## config.mk

```make
export PLATFORM = sky130hd
export DESIGN_NAME = tetris_step_ctrl
export DESIGN_NICKNAME = d
export VERILOG_FILES = /design/src/rtl/tetris_step_ctrl.sv
export SDC_FILE = /design/constraint.sdc
export NUM_CORES = 1
export LEC_CHECK = 0
export BUFFER_PORTS_ARGS = -buffer_cell sky130_fd_sc_hd__buf_2
export CAP_MARGIN = 20
export CORE_MARGIN = 2
export CORE_UTILIZATION = 50
export CTS_CLUSTER_DIAMETER = 60
export DETAILED_ROUTE_END_ITERATION = 10
export PLACE_DENSITY = 0.7
export RECOVER_POWER = 100
export SYNTH_ARGS = -nofsm -noshare
export SYNTH_HDL_FRONTEND = slang
export SYNTH_SLANG_ARGS = --single-unit
```

## constraint.sdc

```tcl
create_clock -name frame_clk -period 7.4 [get_ports frame_clk]
set_clock_uncertainty 0.2 [all_clocks]
set_input_delay 2.22 -clock frame_clk [delete_from_list [all_inputs] [get_ports frame_clk]]
set_output_delay 2.22 -clock frame_clk [all_outputs]
set_load 0.02 [all_outputs]
```

## src/rtl/tetris_step_ctrl.sv

```systemverilog
// Game sequencer: turns frame ticks and key edges into one-at-a-time move requests,
// then drives commit / spawn / lock / line-clear handshakes and keeps the score.
module tetris_step_ctrl #(
  parameter int unsigned DROP_PERIOD = 30,
  parameter logic [7:0]  KEY_START   = 8'h16,
  parameter logic [7:0]  KEY_LEFT    = 8'h04,
  parameter logic [7:0]  KEY_RIGHT   = 8'h07,
  parameter logic [7:0]  KEY_ROT     = 8'h1A
) (
  input  logic        frame_clk,
  input  logic        Reset_n,
  input  logic [7:0]  keycode,
  output logic        move_req,
  output logic [1:0]  move_dx,
  output logic        move_dy,
  output logic        move_rot,
  input  logic        move_ack,
  input  logic        move_ok,
  output logic        commit,
  output logic        spawn,
  input  logic        spawn_ack,
  input  logic        spawn_blocked,
  output logic        lock,
  input  logic        lock_ack,
  output logic        clear_start,
  input  logic        clear_done,
  input  logic [2:0]  lines_cleared,
  output logic [15:0] score,
  output logic        game_active,
  output logic        game_over
);

  typedef enum logic [2:0] {
    S_IDLE, S_SPAWN, S_FALL_WAIT, S_CHECK, S_LOCK, S_CLEAR, S_GAMEOVER
  } state_t;

  localparam logic [5:0] CNT_LAST = 6'(DROP_PERIOD - 1);

  state_t      state;
  logic [5:0]  grav_cnt;
  logic        pend_grav;
  logic [7:0]  key_prev;
  logic        cand_grav;   // outstanding candidate is a gravity step

  logic        key_new;
  logic        move_key;
  logic        grav_wrap;
  logic [3:0]  points;
  logic [16:0] score_sum;
  logic [15:0] score_next;

  assign key_new   = (keycode != key_prev) && (keycode != 8'h00);
  assign move_key  = (keycode == KEY_LEFT) || (keycode == KEY_RIGHT) || (keycode == KEY_ROT);
  assign grav_wrap = (grav_cnt == CNT_LAST);

  // NOTE: combinational blocks assign a default first so no path leaves a latch.
  always_comb begin
    points = 4'd0;
    case (lines_cleared)
      3'd0:    points = 4'd0;
      3'd1:    points = 4'd1;
      3'd2:    points = 4'd3;
      3'd3:    points = 4'd5;
      default: points = 4'd8;
    endcase
  end

  assign score_sum  = {1'b0, score} + 17'(points);
  assign score_next = score_sum[16] ? 16'hFFFF : score_sum[15:0];

  // NOTE: state uses non-blocking assignments; where two assignments to the same
  // register occur in one cycle, the later one in this block takes effect.
  always_ff @(posedge frame_clk or negedge Reset_n) begin
    if (!Reset_n) begin
      state       <= S_IDLE;
      grav_cnt    <= '0;
      pend_grav   <= 1'b0;
      key_prev    <= '0;
      cand_grav   <= 1'b0;
      move_req    <= 1'b0;
      move_dx     <= 2'b00;
      move_dy     <= 1'b0;
      move_rot    <= 1'b0;
      commit      <= 1'b0;
      spawn       <= 1'b0;
      lock        <= 1'b0;
      clear_start <= 1'b0;
      score       <= '0;
      game_active <= 1'b0;
      game_over   <= 1'b0;
    end else begin
      key_prev    <= keycode;
      commit      <= 1'b0;
      spawn       <= 1'b0;
      clear_start <= 1'b0;

      // Gravity timebase keeps running while a candidate is being checked.
      if (state == S_FALL_WAIT || state == S_CHECK) begin
        if (grav_wrap) begin
          grav_cnt  <= '0;
          pend_grav <= 1'b1;
        end else begin
          grav_cnt  <= grav_cnt + 6'd1;
        end
      end

      case (state)
        S_IDLE: begin
          if (key_new && keycode == KEY_START) begin
            state <= S_SPAWN;
            spawn <= 1'b1;
            score <= '0;
          end
        end

        S_SPAWN: begin
          if (spawn_ack) begin
            if (spawn_blocked) begin
              state     <= S_GAMEOVER;
              game_over <= 1'b1;
            end else begin
              state       <= S_FALL_WAIT;
              game_active <= 1'b1;
              grav_cnt    <= '0;
              pend_grav   <= 1'b0;
            end
          end
        end

        S_FALL_WAIT: begin
          if (key_new && move_key) begin
            state     <= S_CHECK;
            move_req  <= 1'b1;
            move_dx   <= (keycode == KEY_LEFT)  ? 2'b11 :
                         (keycode == KEY_RIGHT) ? 2'b01 : 2'b00;
            move_dy   <= 1'b0;
            move_rot  <= (keycode == KEY_ROT);
            cand_grav <= 1'b0;
          end else if (pend_grav) begin
            state     <= S_CHECK;
            move_req  <= 1'b1;
            move_dx   <= 2'b00;
            move_dy   <= 1'b1;
            move_rot  <= 1'b0;
            cand_grav <= 1'b1;
          end
        end

        S_CHECK: begin
          if (move_ack) begin
            move_req <= 1'b0;
            move_dx  <= 2'b00;
            move_dy  <= 1'b0;
            move_rot <= 1'b0;
            if (move_ok) begin
              commit <= 1'b1;
              state  <= S_FALL_WAIT;
              // A wrap landing on this ack is a fresh gravity step and must survive.
              if (cand_grav && !grav_wrap) pend_grav <= 1'b0;
            end else if (cand_grav) begin
              state     <= S_LOCK;
              lock      <= 1'b1;
              pend_grav <= 1'b0;
            end else begin
              state <= S_FALL_WAIT;
            end
          end
        end

        S_LOCK: begin
          if (lock_ack) begin
            lock        <= 1'b0;
            clear_start <= 1'b1;
            state       <= S_CLEAR;
          end
        end

        S_CLEAR: begin
          if (clear_done) begin
            score       <= score_next;
            state       <= S_SPAWN;
            spawn       <= 1'b1;
            game_active <= 1'b0;
          end
        end

        S_GAMEOVER: begin
          if (key_new && keycode == KEY_START) begin
            state     <= S_SPAWN;
            spawn     <= 1'b1;
            score     <= '0;
            game_over <= 1'b0;
          end
        end

        default: state <= S_IDLE;
      endcase
    end
  end

endmodule

```

After elaboration in Yosys (flattened, before gate mapping)

Index checks and enable logic that the tools add are counted.

Multiplexer cells: 66
Equality and inequality tests: 26
Reductions and logical operators: 25
Div/mod/pow operators: 0
Shift operators: 0
Multiply operators: 0
$add $sub $neg: 2
Order comparisons: 0
Bitwise gates (word level): 0

Operators by type and width:

| cell                                                | number |
|---|---|
| 2-to-1 mux 16 bit                                   | 3 |
| 2-to-1 mux 1 bit                                    | 32 |
| case mux 16 bit (2 select lines)                    | 1 |
| 2-to-1 mux 3 bit                                    | 10 |
| 2-to-1 mux 6 bit                                    | 5 |
| inequality test 2 bit, second input constant        | 9 |
| case mux 3 bit (6 select lines)                     | 1 |
| adder 16 x 4 -> 17 bit                              | 1 |
| equality test 8 x 3 -> 1 bit, second input constant | 2 |
| equality test 8 x 5 -> 1 bit, second input constant | 2 |
| case mux 1 bit (2 select lines)                     | 8 |
| case mux 4 bit (4 select lines)                     | 1 |
| equality test 3 x 2 -> 1 bit, second input constant | 4 |
| nonzero test 2 bit                                  | 6 |
| equality test 3 bit, second input constant          | 3 |
| 2-to-1 mux 2 bit                                    | 4 |
| inequality test 8 bit                               | 1 |
| AND reduction 4 bit                                 | 2 |
| nonzero test 8 bit                                  | 1 |
| adder 6 x 1 -> 6 bit, second input constant         | 1 |
| equality test 3 x 1 -> 1 bit, second input constant | 2 |
| equality test 6 x 5 -> 1 bit, second input constant | 1 |
| zero test 3 bit                                     | 2 |
| AND reduction 3 bit                                 | 2 |
| other kinds (10)                                    | 15 |

Flip-flop bits (word level): 46
Memory bits (writable): 0
Bits of input ports: 19
Memory bits (read-only): 0
Output and inout port bits: 27
Latch bits: 0
Word-level logic and storage cells: 135
Memories: 0

Logic depth before layout (Yosys ltp)

Gate-level depths: netlist of the first run.

Word-level depth: 7
Mapped depth: 11
Depth with buffers taken out: 10

Worst setup path before layout of the first run

No wires, ideal clock.

Kind: input to register
Start point: input lines_cleared[1]
End point: register score[10]
Path slack: 2.968 ns
Library setup time: 0.121 ns
Arrival time: 4.111 ns
Stages on the path: 11
Buffers on the path: 1
Required time: 7.079 ns
Cells stage by stage: nor2_1 nor2_1 ha_1 fa_1 a21o_1 a21o_1 nand2_1 or3_1 clkbuf_1 o21ai_0 a22o_1

Cells in the longest elaborated chain, start to end: 6
Elaborated cells between the ends (all ways): 9
Those cells by class: add/sub (1); eq/ne (3); mux (4); reduce/logical (1)

Ends and longest elaborated chain:

| what                                                       | RTL line | source |
|---|---|---|
| start, declared                                            | 27       | `input logic [2:0] lines_cleared,` |
| equality test 3 x 2 -> 1 bit, or another cell as far along | 59       | `case (lines_cleared)` |
| case mux 4 bit (4 select lines) *                          | 59       |  |
| adder 16 x 4 -> 17 bit *                                   | 68       | `assign score_sum = {1'b0, score} + 17'(points);` |
| 2-to-1 mux 16 bit *                                        | 69       | `assign score_next = score_sum[16] ? 16'hFFFF : score_sum[15:0];` |
| 2-to-1 mux 16 bit *                                        | 179      | `if (clear_done) begin` |
| case mux 16 bit (2 select lines) *                         | 107      | `case (state)` |
| end signal, assigned                                       | 180      | `score <= score_next;` |
| end, declared                                              | 28       | `output logic [15:0] score,` |

Every way passes the cells marked *; elsewhere a longest branch is shown, timed or not. The select of a mux whose other input is x is not followed.
A chain may end at the register's enable or synchronous reset.

Worst setup path in the final report of the first run

Start point: input keycode[7]
End point: register score[4]

Cells in the longest elaborated chain, start to end: 5
Elaborated cells between the ends (all ways): 7
Those cells by class: eq/ne (3); reduce/logical (4)

Ends and longest elaborated chain:

| what                                                        | RTL line | source |
|---|---|---|
| start, declared                                             | 12       | `input logic [7:0] keycode,` |
| inequality test 8 bit or nonzero test 8 bit (tied branches) | 52       | `assign key_new = (keycode != key_prev) && (keycode != 8'h00);` |
| logical AND 1 bit                                           | 52       |  |
| logical AND 1 bit *                                         | 109, 188 |  |
| inequality test 2 x 1 -> 1 bit (no source line) *           | --       |  |
| AND reduction 3 bit (no source line) *                      | --       |  |

Every way passes the cells marked *; elsewhere a longest branch is shown, timed or not.

==> results by stage, run 1 <==
Worst hold path:
- In this run the most critical hold path is launched from game_active.
- The hold path endpoint is game_active.
- The kind of path behind the tightest hold check is reg2reg.
- The hold-critical path depth is 2.

Drt:
- The routed layout has about 2000 vias.
- In this run the remaining antenna-violating nets after routing total 0.
- After detailed routing, the average wire length per cell comes to 14.1 µm.
- The ratio of routed vias to standard cells is 5.54.
- After detailed routing, the total wire length is about 5200 µm.
- The DRC violation total after the first TritonRoute iteration is 130.
- The detailed-router iteration count before antenna repair is 4.
- For this run, design rule violations remaining after detail routing come to 0.

Global routing:
- For this run the aggregate overflow at the end of global routing stands at 0.
- The total global-route track usage is 0.205.
- The first global-routing pass estimated just under 9000 µm of wire.
- The via count of the first global-routing pass is a little under 2000.
- The maximum number of pins on one net before global-route repair is 47.
- The number of antenna violations at the first check in global routing is 0.

Logic synthesis:
- After synthesis, the largest family of logic cells by area is compound AO/OA/AOI/OAI gates.
- The post-synthesis instance area is approximately 2500 µm².
- In the synthesized netlist the dominant register cell turns out to be sky130_fd_sc_hd__dfrtp_1.
- The count of distinct cell types in the synthesized netlist is 50.
- The area fraction in compound gates after synthesis was 0.227.
- The mean area per synthesized cell is just under 10 µm².
- The area share of and/or/nand/nor cells after synthesis is 0.175.
- Counting flops with an async set or reset pin after synthesis yields a share of 1.00.
- The number of enable flip-flop cells after synthesis is 0.
- Of the total synthesized cell area, the portion taken by full adders, half adders and majority gates is 0.0380.
- Counting every net in the synthesized netlist gives approximately 280.
- The number of warning messages in the yosys log is 0.
- Of the total synthesized cell area, the portion taken by XOR and XNOR cells is 0.0525.
- The synthesized design contains 46 register bits.
- The sequential fraction of the synthesis area is 0.460.
- The portion of netlist area occupied by mux cells is 0.0170.
- The gate count of the mapped netlist is between 200 and 300.

Floorplanning:
- The die is 74.7 µm tall.
- The row count is 25.
- For this configuration, the core starts out at a cell density of 0.523.
- 46 I/O pins were placed.
- The standard cell core area is 4790 µm².
- The die covers between 5000 and 6000 µm².
- The horizontal extent of the die is 74.7 µm.

Worst setup path:
- The worst setup path is captured at a flip-flop.
- The count of cells along the worst register-to-register path is 5.
- The origin of the worst setup path is keycode[7].
- The category of the worst setup path launch point is a primary input.
- The origin of the critical flop-to-flop path is state[2].
- In this run the worst path has a maximum fanout of 17.
- STA puts the critical path data arrival time at between 5 and 6 ns.
- The data required time of the worst path is ~7.4 ns.
- The critical path start-end classification is in2reg.
- In this run the critical register-to-register path is captured at score[4].
- The worst reg-to-reg setup slack is around 3.8 ns.

Timing:
- The number of pins exceeding their max-slew limit in the final report is 52.
- Setup repair after global routing left no endpoint under its margin.
- The number of failing hold endpoints at the final stage is 0.
- In the final timing run, aggregate negative setup slack is 0 ns.
- The pin slew with the least headroom to its limit is 2.29 ns.
- The final critical delay including setup and external delays is 5.72 ns.
- The post-route fraction of the period consumed by the critical path is 0.773.
- Static timing analysis puts the maximum clock frequency at 175 MHz.
- The relative slew slack is -0.545.
- The number of setup violations in the final report is 0.
- The minimum hold slack is between 0.2 and 0.3 ns.

Clock network:
- The clock tree synthesis step divided the H-tree into 2 levels.
- At the later pin of the worst-skew pair, clock insertion delay measures approximately 0.29 ns.
- Counting the buffers created by CTS gives 5.
- The hold-fix buffer count after cts is 0.
- The tree is rooted in a sky130_fd_sc_hd__clkbuf_8.
- The quantity of gates resized following cts is 0.
- The clock sink count is between 40 and 50.
- The clock tree buffer depth is 2.
- The number of setup buffers added after CTS is 0.
- TritonCTS built the clock tree.
- After clock tree synthesis, the clock-pin slew on the worst setup and hold paths is approximately 0.080 ns.

Cells and area:
- Compared with the post-synthesis result, the final layout area differs by 11.5%.
- For this run, the post-layout net count is around 330.
- The number of diodes added for antenna fixing is 0.
- In the layout the commonest cells are sky130_fd_sc_hd__dfrtp_1, sky130_fd_sc_hd__clkbuf_1, sky130_fd_sc_hd__nand2_1, sky130_fd_sc_hd__o21ai_0, sky130_fd_sc_hd__nor2_1.
- Of the cells placed in the final design, the portion with a size suffix greater than 1 is 0.0700.
- The most common cell after layout, fill and taps aside is sky130_fd_sc_hd__dfrtp_1.

Pwr:
- The internal power of the cells is 518 µW.
- The share of total power dissipated in the clock network is 0.179.
- The switching share of power is 0.411.
- Across the VDD grid, the largest voltage drop is 0.142 mV.
- The part of the total power dissipated in combinational logic is 0.384.
- Power spread over the standard cell area amounts to between 300 and 400 nW/µm².
- For this design the total switching power over the nets is ~360 µW.
- The share of total power dissipated in sequential elements is 0.437.
- In this run the static leakage power is around 0.0012 µW.

Placed design:
- The quantity of I/O buffers inserted on ports is 45.
- The global placer's final weighted congestion is 0.803.
- Detailed placement finished with a half-perimeter wire length of ~3700 µm.

Outcome:
- The run finished, with violations left.
- The checks that failed: capacitance limit, slew limit.

Run:
- The reported max-cap violation count is 2.
## flip-flops by register name, summed over array words and instances (netlist names), 2 cells and up
name and flops:
score 16, key_prev 8, grav_cnt 6, state 3, move_dx 2
## stage by stage
stage	area, µm²	util	power [µW]	std cells	setup WS [ns]
floorplan	2500	-	646	255	2.97
global placement	2780	0.580	737	358	2.69
detailed placement	2780	0.580	744	358	2.65
CTS	2870	0.599	906	366	2.96
global route	2790	0.583	954	367	1.39
finish	2790	0.583	879	367	1.68
## how the worst max path moves through the flow
stage | end | slack [ns] | cells after the start
3_3_place_gp | score[9] | 2.69 | 7
3_5_place_dp | score[9] | 2.65 | 7
5_1_grt | score[12] | 1.39 | 7
2_1_floorplan | score[10] | 2.97 | 11
6_report | score[4] | 1.68 | 7
4_1_cts | score[9] | 2.96 | 7
## power groups by stage
stage                     clock network [µW]  registers, µW  logic, µW
after global routing                     172            398        384
after floorplan                            0            406        241
after CTS                                164            385        357
final                                    157            384        337
after detailed placement                   0            389        355
after global placement                     0            389        348
## cell usage after synthesis (all sizes together), types with 2 or more instances
library cell	instances	area (µm²)
nor3	5	30.0
and3b	2	17.5
nand3	5	25.0
mux2	2	22.5
or3	6	42.5
a21oi	12	60.1
xor2	12	105
nand4	4	25.0
o41ai	3	45.1
buf	2	11.3
nor4b	2	17.5
o31ai	3	22.5
a22o	10	87.6
nor2	17	63.8
inv	9	33.8
clkbuf	8	30.0
a211oi	3	27.5
xnor2	3	26.3
mux2i	2	20.0
ha	6	75.1
a21bo	6	60.1
nand2	26	97.6
o211ai	3	22.5
nor2b	5	31.3
nor3b	2	15.0
nor4	3	18.8
a31oi	6	37.5
o21ai	19	95.1
o22ai	2	12.5
dfrtp	46	1150
a21o	5	37.5
and3	4	25.0
## worst max-delay path: stages
cell                       delay [ns]
sky130_fd_sc_hd__clkbuf_1        0.10
sky130_fd_sc_hd__or3_1           0.42
sky130_fd_sc_hd__nor3_1          0.24
sky130_fd_sc_hd__a21bo_1         0.26
sky130_fd_sc_hd__o41ai_1         1.86
sky130_fd_sc_hd__o21ai_0         0.30
sky130_fd_sc_hd__a22o_1          0.29
## routing by layer
metal	up-vias	global-route usage	wire [µm]
met5	-	0	0
met2	38	0.340	2480
met3	5	0.0402	156
li1	1016	-	-
met4	0	0.0556	58
met1	976	0.277	2490
## cells by family (layout without fill, tap and decap cells)
kind of cell,Yosys count,in the layout
xor gates and xnor gates,15,15
and+or+nand+nor,85,85
muxes,4,4
adders and majority gates,7,7
AOI/OAI and AO/OA,79,79
DFF,46,46
buffers and inverters,19,64
## final cells by class
class | instances | area [µm²]
Clock buffer | 7 | 86.3
Clock inverter | 1 | 5.00
Fill cell | 457 | 2000
Inverter | 9 | 33.8
Multi-Input combinational cell | 190 | 1240
Sequential cell | 46 | 1150
Tap cell | 67 | 83.8
Timing Repair Buffer | 47 | 188
(Power assumes the default switching activity.)
==> run 2, diff against run 1 <==
PLACE_DENSITY = 0.73   (was 0.7)
clock period = 4.9 ns   (was 7.4 ns; I/O delays follow)
==> run 2 against run 1 <==
Against the previous run:
- the flow now finishes without violations
- global-route usage shrank 0.79 points
- critical path depth stayed put
- core utilization up 0.16 points
- critical endpoint is now score[9]
- largest power group unchanged
- critical path type unchanged
- worst hold slack better by 0.019 ns
==> results by stage, run 2 (same netlist as run 1, synthesis figures left out) <==
Worst hold path:
- The worst hold path was traced through 2 stages.
- The startpoint of the worst hold path is game_active.
- The worst hold path terminates at game_active.
- The kind of path behind the tightest hold check is reg2reg.

Placed design:
- Summed over all nets, the half-perimeter wirelength after detailed placement is roughly 3700 µm.
- The placed instance area is between 2000 and 3000 µm².
- The quantity of I/O buffers inserted on ports is 45.
- At the end of routability-driven placement, the weighted congestion stood at a little over 0.8.

Clock network:
- Buffers inserted to repair hold after CTS numbered 0.
- The clock sink count is between 40 and 50.
- In this run the clock root is driven by a sky130_fd_sc_hd__clkbuf_8.
- In this run the deepest clock path goes through 2 buffers.
- The total CTS buffers is 5.
- After clock tree synthesis, the clock-pin slew on the worst setup and hold paths is around 0.080 ns.
- The clock latency reported for the late side of the worst-skew pair is slightly below 0.3 ns.
- The clock tree from TritonCTS is done.
- The count of buffers added by post-CTS timing repair for setup is 0.
- The H-tree depth is 2.
- The quantity of gates resized following cts is 0.

Floorplanning:
- In this run the core area contains 25 standard-cell rows.
- The horizontal extent of the die is 74.7 µm.
- The die covers around 5600 µm².
- The floorplan step set the die height to approximately 75 µm.
- The starting utilization of the core area is 0.523.
- After floorplanning, the core was sized to cover 4790 µm².
- The top-level I/O count is 46.

Cells and area:
- The net count of the finished layout is between 300 and 400.
- The register with the most flip-flops in the layout has 16 of them.
- The most common cell after layout, fill and taps aside is sky130_fd_sc_hd__dfrtp_1.
- The register name with the most flops is score.
- In the final layout, the registers with the most flip-flops are score x16, key_prev x8, grav_cnt x6.
- The relative area change from synthesis to final layout is 11.8%.
- The final non-filler cell area is ~2800 µm².
- The library cells used most frequently in the layout, excluding fill and tap cells, are sky130_fd_sc_hd__dfrtp_1, sky130_fd_sc_hd__clkbuf_1, sky130_fd_sc_hd__nand2_1, sky130_fd_sc_hd__o21ai_0, sky130_fd_sc_hd__nor2_1.
- The fraction of final layout cells sized beyond drive strength 1 is 0.0705.
- The number of diodes added for antenna fixing is 0.

Pwr:
- The peak supply drop is around 0.27 mV.
- For this design the static power due to leakage is around 0.0012 µW.
- Dividing total power by cell area gives a power density of between 400 and 500 nW/µm².

Worst setup path:
- The count of cells along the worst register-to-register path is 5.
- The endpoint identified for the worst register-to-register timing path is score[9].
- Traced cell by cell, the critical path runs through clkbuf_1, or3_4, nor3_1, a21bo_1, o41ai_2, a21bo_1, a22o_1.
- For flop-to-flop paths, the worst setup slack is a little over 2 ns.
- The critical path start-end classification is in2reg.
- The critical-path maximum fanout is 17.
- In this design, the critical path's most frequently occurring cell is sky130_fd_sc_hd__a21bo_1.
- Data on the critical path is required at its endpoint by 4.88 ns.
- STA classifies the critical path endpoint as a flip-flop.
- The slowest library cell on the worst path is sky130_fd_sc_hd__o41ai_2.
- The worst endpoint data arrival time is about 4.1 ns.
- STA classifies the critical path startpoint as a primary input.
- The largest single stage delay on the critical path is 1.15 ns.
- The startpoint identified for the worst register-to-register timing path is state[2].

Run:
- The reported max-cap violation count is 0.

Drt:
- The post-detailed-routing wire length is just over 5000 µm.
- The detailed-router iteration count before antenna repair is 4.
- The count of nets left with antenna violations after detail routing is 0.
- The routed design uses about 2400 µm of met2 wire.
- The DRC violation total after the first TritonRoute iteration is roughly 130.
- The DRC violation count after routing is 0.
- The met1 routed wirelength after detailed routing is around 2400 µm.
- In the routed layout, each cell is associated on average with a via count of 5.65.
- After detailed routing, the met3 layer carries about 240 µm of wire.
- The final route contains slightly above 2000 vias.
- The topmost layer with routed signal wires is met4.
- After detailed routing, the average wire length per cell comes to 14.1 µm.

Timing:
- The maximum frequency from static timing analysis is ~240 MHz.
- The setup total negative slack is 0 ns.
- The number of pins exceeding their max-slew limit in the final report was 0.
- Setup violations remaining at the end of the flow were counted as 0.
- The post-route fraction of the period consumed by the critical path is 0.844.
- Setup repair after global routing left no endpoint under its margin.
- At the pin with the least slew margin, the transition time is 1.34 ns.
- In this run the tightest slew margin relative to its limit is 0.100.
- Counting I/O delays and the setup requirement, the final critical path takes a little over 4 ns.
- The number of failing hold endpoints at the final stage is 0.

Global routing:
- Entering global routing, the biggest net connects 47 pins.
- The number of antenna violations at the first check in global routing is 0.
- The total global-route track usage is 0.197.
- The total overflow left after global routing is 0.
- The first-pass GRT wire length is ~8500 µm.
- The via count of the first global-routing pass is ~1900.

Outcome:
- The run finished with clean final reports.
[run 2: worst max-delay path: cells and delay by family]
family	cells	cell delay, ns
compound gates	4	1.92
simple gates	2	0.61
buf+inv	1	0.10
[run 2: through the flow]
stage / power [µW] / setup slack, ns / hold WS [ns] / std cells / utilization
2_1_floorplan: 976 / 1.22 / 0.277 / 255 / -
3_3_place_gp: 1110 / 0.938 / 0.281 / 357 / 0.579
3_5_place_dp: 1120 / 0.884 / 0.291 / 357 / 0.579
4_1_cts: 1350 / 1.19 / 0.310 / 363 / 0.596
5_1_grt: 1420 / 0.540 / 0.331 / 365 / 0.584
6_report: 1320 / 0.763 / 0.310 / 365 / 0.584
[run 2: worst max path at each step]
stage	to	slack [ns]	from
floorplan	score[10]	1.22	lines_cleared[1]
CTS	score[9]	1.19	keycode[7]
finish	score[9]	0.76	keycode[7]
detailed placement	score[9]	0.88	keycode[7]
global route	score[9]	0.54	keycode[7]
global placement	score[9]	0.94	keycode[7]
[run 2: area by class of cell]
class | instances | area (µm²)
timing repair buffer | 47 | 191
clock buffer | 6 | 82.6
multi-input combinational | 190 | 1250
tap | 67 | 83.8
inverter | 9 | 33.8
fill | 477 | 1990
sequential | 46 | 1150
[run 2: metal layers]
metal	vias to the layer above	track usage
met3	5	0.0428
met1	986	0.256
li1	1019	-
met5	-	0
met4	0	0.0694
met2	52	0.327
[run 2: power by group]
part | internal, µW | switching, µW | total (µW)
Combinational | 196 | 314 | 510
Clock | 109 | 118 | 227
Sequential | 472 | 112 | 584
==> run 3, diff against run 2 <==
PLACE_DENSITY = 0.7   (was 0.73)
clock period = 4 ns   (was 4.9 ns; I/O delays follow)
==> run 3 against run 2 <==
Against the previous run:
- combinational power is 22% higher
- register-to-register slack worse by 0.73 ns
- global-route usage is 0.51 points lower
- core utilization is 0.55 points higher
- final cell count is 0.55% higher
- first-iteration DRC count is 9.8% lower
- flip-flop and latch count stayed put
- total power is 28% higher
- clock power is 56% higher
- worst hold slack hardly changed
- sequential share of layout area is 0.38 points lower
- critical path type unchanged
- critical endpoint unchanged
- highest routed layer unchanged
==> results by stage, run 3 (same netlist as run 1, synthesis figures left out) <==
Timing:
- Measured against its own limit, the worst slew margin works out to 0.0831.
- For the pin with the worst max-slew slack, the measured transition is approximately 1.4 ns.
- The number of pins exceeding their max-slew limit in the final report is 0.
- The number of failing hold endpoints at the final stage is 0.
- The final critical delay including setup and external delays is 3.65 ns.
- The maximum frequency from static timing analysis is about 270 MHz.
- Setup repair after global routing left no endpoint under its margin.
- Of the available clock period, the critical path in the final layout requires 0.914.
- For the final routed database, the setup TNS stands at 0 ns.
- Setup violations remaining at the end of the flow were counted as 0.

Placed design:
- In this run the cell area measured after placement is between 2000 and 3000 µm².
- The congestion estimate from routability-driven global placement came to just under 0.8.
- The quantity of I/O buffers inserted on ports is 45.
- The sum of net half-perimeters after detailed placement is 3740 µm.

Floorplanning:
- The floorplan step defined a core boundary enclosing around 4800 µm².
- The top-level I/O count is 46.
- In this run the horizontal extent of the chip is 74.7 µm.
- The initial utilization of the core area, before any placement, comes to 0.523.
- The die covers between 5000 and 6000 µm².
- From bottom edge to top edge, the die measures 74.7 µm.
- The floorplan has 25 rows.

Clock network:
- The post-CTS clock slew at the launch and capture registers of the worst setup and hold paths is ~0.080 ns.
- The H-tree was split into 2 levels.
- Counting along the longest clock path gives a buffer depth of 2.
- Clock latency on the worst-skew pair, taken at its later pin, is about 0.30 ns.
- TritonCTS built the clock tree.
- Counting the buffers created by CTS gives 5.
- The count of buffers added by post-CTS timing repair for setup is 0.
- The quantity of gates resized following cts is 0.
- The clock sink count is 46.
- The tree is rooted in a sky130_fd_sc_hd__clkbuf_8.
- Hold repair after CTS inserted 0 buffers.

Pwr:
- The internal power of the cells is between 1000 and 1500 µW.
- Of the total power, combinational logic draws 0.368.
- Of the total power, the clock network draws 0.209.
- The portion of total power attributed to sequential cells is 0.423.
- The switching share of power is 0.397.
- The peak supply drop is about 0.34 mV.
- The sum of internal, switching and leakage power is approximately 1700 µW.
- The leakage power figure is approximately 0.0012 µW.
- The power density over cell area is about 600 nW/µm².
- For this design the total switching power over the nets is around 670 µW.

Worst setup path:
- In this run the register-to-register setup slack is 1.30 ns.
- The kind of cell with the highest combined delay along the critical path is compound AO/OA/AOI/OAI gates.
- The combined buffer and inverter count along the critical path is 1.
- Of all nets on the critical path, the largest fanout is 12.
- The endpoint type of the worst setup path is a flip-flop.
- The critical path goes through clkbuf_1, or3_1, nor3_1, a21bo_1, o41ai_2, a21bo_1, a22o_1.
- The total stage count of the critical path is 7.
- The most critical setup path has its startpoint at keycode[7].
- The most common cell type on the critical path is sky130_fd_sc_hd__a21bo_1.
- The origin of the critical flop-to-flop path is score[0].
- The worst setup path is launched from a primary input.
- On the worst path, the slowest cell contributes a delay of about 0.89 ns.
- By startpoint and endpoint, the worst setup path is classified as in2reg.
- The slowest library cell on the worst path is sky130_fd_sc_hd__o41ai_2.
- The count of cells along the worst register-to-register path is 8.
- The endpoint of the lowest-slack register-to-register path is score[4].
- Following the worst setup path forward leads to its endpoint at score[9].
- Data on the critical path arrives at its endpoint at ~3.6 ns.
- For the worst setup path, the data required time is ~4.0 ns.

Run:
- The reported max-cap violation count is 0.

Cells and area:
- The final non-filler cell area is about 2800 µm².
- From synthesis to final layout, the design area changed by 12.9%.
- The number of nets in the final layout is roughly 330.
- The number of flip-flops in the largest register is 16.
- In the final layout, the share of cells above drive strength 1 is 0.0767.
- The top cell types in the final layout, fill and taps aside, are sky130_fd_sc_hd__dfrtp_1, sky130_fd_sc_hd__clkbuf_1, sky130_fd_sc_hd__nand2_1, sky130_fd_sc_hd__o21ai_0, sky130_fd_sc_hd__nor2_1.
- The number of diodes added for antenna fixing is 0.
- The library cell used most frequently in the layout, excluding fill and tap cells, is sky130_fd_sc_hd__dfrtp_1.
- In the final layout, the registers with the most flip-flops are score x16, key_prev x8, grav_cnt x6.
- The register name with the most flops is score.

Global routing:
- The maximum number of pins on one net before global-route repair is 47.
- The first-pass GRT wire length is around 8400 µm.
- In the global route stage, overall resource usage came out at 0.192.
- The number of antenna violations at the first check in global routing is 0.
- The via count of the first global-routing pass is 1860.
- The global-route congestion overflow total is 0.

Drt:
- The post-detailed-routing wire length is between 5000 and 6000 µm.
- The count of nets left with antenna violations after detail routing is 0.
- After detailed routing, the number of remaining DRC violations is 0.
- The detailed-router iteration count before antenna repair is 4.
- In the routed layout, each cell is associated on average with a via count of approximately 5.6.
- The routed layout has ~2100 vias.
- In this run, the number of DRC markers left after iteration 0 of detailed routing was ~120.
- In the final routed layout, each cell accounts on average for roughly 14 µm.

Outcome:
- The flow ran to the end, and the final reports show no timing, DRC or antenna violations.

Worst hold path:
- The hold-critical path depth is 1.
- The tightest min-delay check is of the reg2reg type.
run 3: worst min-delay path by stage:
stage / start / end
finish: move_dx[1] / move_dx[1]
global route: move_dx[1] / move_dx[1]
CTS: move_dx[1] / move_dx[1]
detailed placement: move_dx[1] / move_dx[1]
global placement: lock / lock
floorplan: cand_grav / cand_grav
run 3: final cells by class:
class	count	area, µm²
Fill cell	453	1960
Multi-Input combinational cell	190	1250
Sequential cell	46	1150
Timing Repair Buffer	48	193
Tap cell	67	83.8
Clock buffer	6	82.6
Inverter	9	33.8
Clock inverter	1	30.0
run 3: layer usage:
layer	vias to the layer above	GRT usage	part of all wire
met5	-	0	0
met4	0	0.0516	0.012
met3	8	0.0469	0.046
met2	50	0.319	0.47
met1	970	0.253	0.47
li1	1024	-	-
run 3: stage by stage:
step                instances  hold slack, ns   util  worst slack (ns)
floorplan                 255           0.277      -             0.588
global placement          359           0.279  0.582             0.371
detailed placement        359           0.293  0.582             0.291
CTS                       366           0.311  0.605             0.612
global route              367           0.328  0.590             0.232
finish                    367           0.310  0.590             0.346
run 3: power by group through the flow:
| stage | Sequential [µW] | Combinational [µW] | Clock [µW] |
|---|---|---|---|
| 5_1_grt | 736 | 690 | 378 |
| 2_1_floorplan | 751 | 445 | 0 |
| 3_5_place_dp | 722 | 653 | 0 |
| 4_1_cts | 714 | 656 | 361 |
| 3_3_place_gp | 721 | 639 | 0 |
| 6_report | 714 | 621 | 353 |
